### src/rtl/neck_detect_ctrl.sv
// neck_detect_ctrl: neck detector that arms on an ADC saturation run, trips the IGBT off, then holds and re-arms.
// Optional macro NECK_TRIP_CNT_EN adds a saturating trip_cnt output.
module neck_detect_ctrl #(
  parameter int DATA_W    = 13,
  parameter int SAT_VAL   = 4095,
  parameter int SAT_RUN   = 2,
  parameter int RUN_LEN   = 3,
  parameter int FO_THRESH = 5,
  parameter int SO_MIN    = 30,
  parameter int TO_LO     = -60,
  parameter int TO_HI     = 40,
  parameter int OFF_CYC   = 100000,
  parameter int HOLD_CYC  = 0
) (
  input  logic              clk,
  input  logic              rst,
  input  logic              ctrl_switch,
  input  logic              mode,
  input  logic              en_judge,
  input  logic [DATA_W-1:0] adc_data,
  input  logic [DATA_W-1:0] first_order_data,
  input  logic [DATA_W-1:0] second_order_data,
  input  logic [DATA_W-1:0] third_order_data,
  output logic              power_switch,
  output logic [2:0]        state_o,
  output logic              trip_pulse
`ifdef NECK_TRIP_CNT_EN
  ,
  output logic [15:0]       trip_cnt
`endif
);
  localparam int SW = $clog2(SAT_RUN + 1);
  localparam int OW = $clog2(OFF_CYC + 1);
  localparam int HW = $clog2(HOLD_CYC + 2);
  localparam logic signed [DATA_W-1:0] SAT_S = DATA_W'(SAT_VAL);
  localparam logic signed [DATA_W-1:0] FO_S  = DATA_W'(FO_THRESH);
  localparam logic signed [DATA_W-1:0] SO_S  = DATA_W'(SO_MIN);
  localparam logic signed [DATA_W-1:0] TLO_S = DATA_W'(TO_LO);
  localparam logic signed [DATA_W-1:0] THI_S = DATA_W'(TO_HI);
  localparam logic [3:0] RL = 4'(RUN_LEN);

  typedef enum logic [2:0] {IDLE, WAIT_SAT, WAIT_REL, ARMED, OFF, HOLD} state_t;

  state_t                   state_q;
  logic                     mode_q;
  logic [3:0]               run_q, run_d;
  logic signed [DATA_W-1:0] prev_q;
  logic [SW-1:0]            sat_cnt_q;
  logic [OW-1:0]            off_cnt_q;
  logic [HW-1:0]            hold_cnt_q;
  logic signed [DATA_W-1:0] adc_s, fo_s, so_s, to_s;
  logic                     is_sat, fo_ok, win_ok, trip_evt;

  assign adc_s   = adc_data;
  assign fo_s    = first_order_data;
  assign so_s    = second_order_data;
  assign to_s    = third_order_data;
  assign state_o = state_q;

  always_comb begin
    is_sat   = adc_s == SAT_S;
    fo_ok    = fo_s > FO_S;
    win_ok   = fo_ok && so_s > SO_S && to_s > TLO_S && to_s < THI_S;
    run_d    = !fo_ok ? 4'd0 : (run_q == 4'd0 || fo_s > prev_q) ? (run_q == RL ? run_q : run_q + 4'd1) : 4'd1;
    // a strobe arriving on the same clk as a mode change is dropped with the cleared run
    trip_evt = ctrl_switch && state_q == ARMED && en_judge && mode == mode_q && (mode ? win_ok : run_d == RL);
  end

  always_ff @(posedge clk or posedge rst) begin
    if (rst) begin
      state_q      <= IDLE;
      power_switch <= 1'b0;
      trip_pulse   <= 1'b0;
      mode_q       <= 1'b0;
      run_q        <= '0;
      prev_q       <= '0;
      sat_cnt_q    <= '0;
      off_cnt_q    <= '0;
      hold_cnt_q   <= '0;
    end else begin
      trip_pulse <= 1'b0;
      mode_q     <= mode;
      if (!ctrl_switch) begin
        state_q      <= IDLE;
        power_switch <= 1'b0;
        run_q        <= '0;
        prev_q       <= '0;
        sat_cnt_q    <= '0;
        off_cnt_q    <= '0;
        hold_cnt_q   <= '0;
      end else begin
        case (state_q)
          IDLE: state_q <= WAIT_SAT;
          WAIT_SAT: if (en_judge) begin
            if (is_sat && sat_cnt_q == SW'(SAT_RUN - 1)) begin
              state_q   <= WAIT_REL;
              sat_cnt_q <= '0;
            end else sat_cnt_q <= is_sat ? sat_cnt_q + 1'b1 : '0;
          end
          WAIT_REL: if (en_judge && !is_sat) begin
            state_q <= ARMED;
            run_q   <= '0;
            prev_q  <= '0;
          end
          ARMED: if (trip_evt) begin
            state_q      <= OFF;
            power_switch <= 1'b1;
            trip_pulse   <= 1'b1;
            off_cnt_q    <= '0;
          end else if (mode != mode_q) run_q <= '0;
          else if (en_judge) begin
            run_q  <= mode ? 4'd0 : run_d;
            prev_q <= fo_s;
          end
          OFF: if (off_cnt_q == OW'(OFF_CYC - 1)) begin
            power_switch <= 1'b0;
            off_cnt_q    <= '0;
            hold_cnt_q   <= '0;
            state_q      <= (HOLD_CYC == 0) ? WAIT_SAT : HOLD;
          end else off_cnt_q <= off_cnt_q + 1'b1;
          HOLD: if (hold_cnt_q == HW'(HOLD_CYC - 1)) begin
            hold_cnt_q <= '0;
            state_q    <= WAIT_SAT;
          end else hold_cnt_q <= hold_cnt_q + 1'b1;
          default: state_q <= IDLE;
        endcase
      end
    end
  end

`ifdef NECK_TRIP_CNT_EN
  always_ff @(posedge clk or posedge rst) begin
    if (rst) trip_cnt <= '0;
    else if (trip_evt && trip_cnt != 16'hFFFF) trip_cnt <= trip_cnt + 16'd1;
  end
`endif
endmodule

### config.mk
export PLATFORM = sky130hd
export DESIGN_NAME = neck_detect_ctrl
export DESIGN_NICKNAME = d
export VERILOG_FILES = /design/src/rtl/neck_detect_ctrl.sv
export SDC_FILE = /design/constraint.sdc
export NUM_CORES = 1
export LEC_CHECK = 0
export BUFFER_PORTS_ARGS = -buffer_cell sky130_fd_sc_hd__buf_2
export CAP_MARGIN = 20
export CORE_UTILIZATION = 55
export DETAILED_ROUTE_END_ITERATION = 7
export PLACE_DENSITY = 0.91
export SYNTH_ARGS = -nofsm -noshare
export SYNTH_HDL_FRONTEND = slang
export SYNTH_SLANG_ARGS = --single-unit
### constraint.sdc
create_clock -name clk -period 2.7 [get_ports clk]
set_input_delay 0.54 -clock clk [delete_from_list [all_inputs] [get_ports clk]]
set_output_delay 0.54 -clock clk [all_outputs]
set_load 0.03 [all_outputs]
==> metrics.md <==
| Metric | Value |
|---|---|
| Status | `complete, no violations` |
| Final Cycle Share | `92.16%` |
| Clock Tree Buf Depth | `2` |
| Startpoint types | `flop` |
| DIE AREA | `0.005624 mm^2` |
| Core area | `0.005107 mm^2` |
| Clock Skews | `0.009880 ns` |
| Placed cell areas | `0.003455 mm^2` |
| Hold Fails Final Rpt | `0` |
| R2R depth | `10` |
| Worst skew pair latency | `0.31 ns` |
| Fill cells | `392` |
| Initial core utilization | `57.37%` |
| Slew Viols, Final | `0` |
| IO Port Bufs | `61` |
| I/O pins | `62` |
| CTS tree | `built` |
| RSZ-0062 raised after global routing | `false` |
| H-Tree Depth | `2` |
| Clock Tree Root | `clkbuf_8` |
| CP max FO | `5` |
| Max_cap viols | `0` |
| P_leak | `1.606 nW` |
| DR pass1 iterations | `5` |
| Die Span Y | `74.99 um` |
| Finished Cell Area | `0.003543 mm^2` |
| Antenna violations before repair | `0` |
| Achievable Freq | `401.9 MHz` |
| DRT iter0 DRCs | `138` |
| Layout cells sized above 1 | `24.88%` |
| Worst Setup SP | `prev_q[4]` |
| RR Startpoint | `prev_q[4]` |
| Tot GR Track Use | `26.80%` |
| Critical path's largest stage delay | `0.40 ns` |
| Dominant synthesized flop cell | `dfrtp_1` |
| Final setup fails | `0` |
| Critical R2R Capture | `run_q[3]` |
| Vias in the first global route | `2686` |
| Post-synth EDFFs | `0` |
| Reg clk slew, reported paths | `0.08 ns` |
| Routed Antenna Nets | `0` |
| Async S/R FF share, synth | `100.0%` |
| CP Capture Type | `flop` |
| GP Congestion | `0.9086` |
| Overflow after GRT | `0` |
| DP HPWL | `5.213 mm` |
| Synth Net Count | `403` |
| Maximum VDD drop | `0.2401 mV` |
| Nets | `483` |
| Area added between synthesis and finish | `20.92%` |
| Slew margin rel. | `62.77%` |
| Row cnt | `26` |
| Hold Crit Class | `input port to async pin` |
| Power Density | `354.2 mW/mm^2` |
| Routed wire length | `6.890 mm` |
| Distinct cells, synth | `61` |
| Vias per inst | `5.896` |
| Largest net degree at the start of global routing | `44` |
| Synth Area per Inst | `8.907 um^2` |
| Worst path cell trace | `inv_1 > ha_1 > nand3_1 > o21bai_1 > a311oi_1 > o31a_1 > buf_4 > nand2_1 > or3_1 > o31ai_1` |
| Fin crit period | `2.488 ns` |
| Diodes inserted | `0` |
| Post-CTS Setup Bufs | `0` |
| Drt drc | `0` |
| R2R Setup Slk | `0.21 ns` |
| Post-Syn Instances | `329` |
| Worst EP required | `2.91 ns` |
| Mapped cell area | `0.002930 mm^2` |
| First-pass GRT wire length | `11.48 mm` |
| Vias | `2830` |
| TNS Setup | `0 ns` |
| TritonCTS Sinks | `43` |
| Yosys warning count | `0` |
| Cts hold-fix bufs | `0` |
| Seq cells post-synth | `43` |
| CTS Buf Count | `5` |
| Critical Path End | `run_q[3]` |
| DIE WIDTH | `74.99 um` |
| CP Class | `flop to flop` |
| CP arrival | `2.70 ns` |
| Drt wl/cell | `14.35 um` |
| Sequential cell area fraction in the yosys report | `36.72%` |
| Crit path max-delay cell type | `or3_1` |
| Slew at the pin closest to its max-slew limit | `0.5515 ns` |
## metrics by stage
step                      util (%)  total power, W  worst slack, ns  hold slack (ns)  cells
after global routing         69.38        0.001309          0.03832           0.4143    480
after detailed placement     67.64       0.0008604         -0.02335           0.4633    472
after floorplan                  -       0.0007633           0.1198           0.4696    329
after global placement       67.64       0.0008539          0.04572           0.4680    472
final                        69.38        0.001255           0.2116           0.3568    480
after CTS                    69.23        0.001260           0.2247           0.3817    480
## report_power, final
| group | internal, W | switching, W | total (W) |
|---|---|---|---|
| combinational | 0.0000925 | 0.000105 | 0.000197 |
| sequential | 0.000647 | 0.00000540 | 0.000653 |
| clock | 0.000182 | 0.000223 | 0.000405 |
## critical path, delay by kind of cell (launching register included)
family | cells | cell delay [ns]
buf+inv | 2 | 0.22
compound gates | 4 | 0.98
fa+ha+maj | 1 | 0.31
simple gates | 3 | 0.55
flops | 1 | 0.33
## state kept, by name, indices dropped and copies added (netlist names)
signal        flops
run_q             4
sat_cnt_q         2
power_switch      1
trip_pulse        1
mode_q            1
state_o           3
off_cnt_q        17
prev_q           13
hold_cnt_q        1
## area by class of cell
class	instances	area, um^2	area share, %
multi-input cells	252	1722	48.59
clock buffers	7	76.32	2.154
inverters	23	86.33	2.436
clock inverters	1	5.005	0.1412
well taps	70	87.58	2.472
flip-flops and latches	43	1076	30.37
repair buffers	84	490.5	13.84
## cell families after synthesis
group / share of synthesized area (%)
and+or+nand+nor: 26.26
AOI/OAI and AO/OA: 19.26
DFF: 36.72
buffers and inverters: 4.782
adders and majority gates: 7.259
muxes: 4.825
xor gates and xnor gates: 0.8968
## per-layer routing
layer  part of all wire, %  global-route usage [%]
met5                     0                       0
met4                   2.2                   14.05
met3                   3.7                   4.685
met2                    52                   47.05
met1                    42                   31.29
## cells in the final DEF (no fill, tap or decap), types with 7 or more instances in the layout
cell type and n:
o21ai_0 18, buf_4 22, nand4_1 10, nor3_1 10, nand2_1 38, o31ai_1 8
nand3_1 14, a21oi_1 21, ha_1 17, nor2_1 11, mux2i_1 13, inv_1 23
dfrtp_1 43, or3_1 7, nor2b_1 7, buf_2 61
## repair_timing
item / 4_1_cts / 5_1_grt
hold endpoints to repair: 0 / 0
endpoints found under the setup margin: 0 / 5
gates resized for setup: 0 / 1
## how the worst min path moves through the flow
stage / cells past startpoint / endpoint
2_1_floorplan: 1 / off_cnt_q[9]
5_1_grt: 1 / mode_q
6_report: 3 / off_cnt_q[2]
3_3_place_gp: 1 / power_switch
3_5_place_dp: 1 / power_switch
4_1_cts: 3 / run_q[2]
## cell usage after synthesis, types with 3 or more instances
library cell	n	area [um^2]
a21o_1	3	22.52
a21oi_1	21	105.1
a31oi_1	3	18.77
and2_1	5	31.28
and3_1	4	25.02
buf_2	4	20.02
clkbuf_1	6	22.52
dfrtp_1	43	1076
ha_1	17	212.7
inv_1	23	86.33
mux2i_1	13	130.1
nand2_1	38	142.6
nand2b_1	3	18.77
nand3_1	14	70.07
nand4_1	10	62.56
nor2_1	11	41.29
nor2b_1	7	43.79
nor3_1	10	50.05
nor3b_1	4	30.03
nor4_1	5	31.28
o211ai_1	3	22.52
o21ai_0	18	90.09
o31ai_1	8	60.06
or3_1	7	43.79
or4_1	4	30.03
Power figures use the tool's default switching activity.
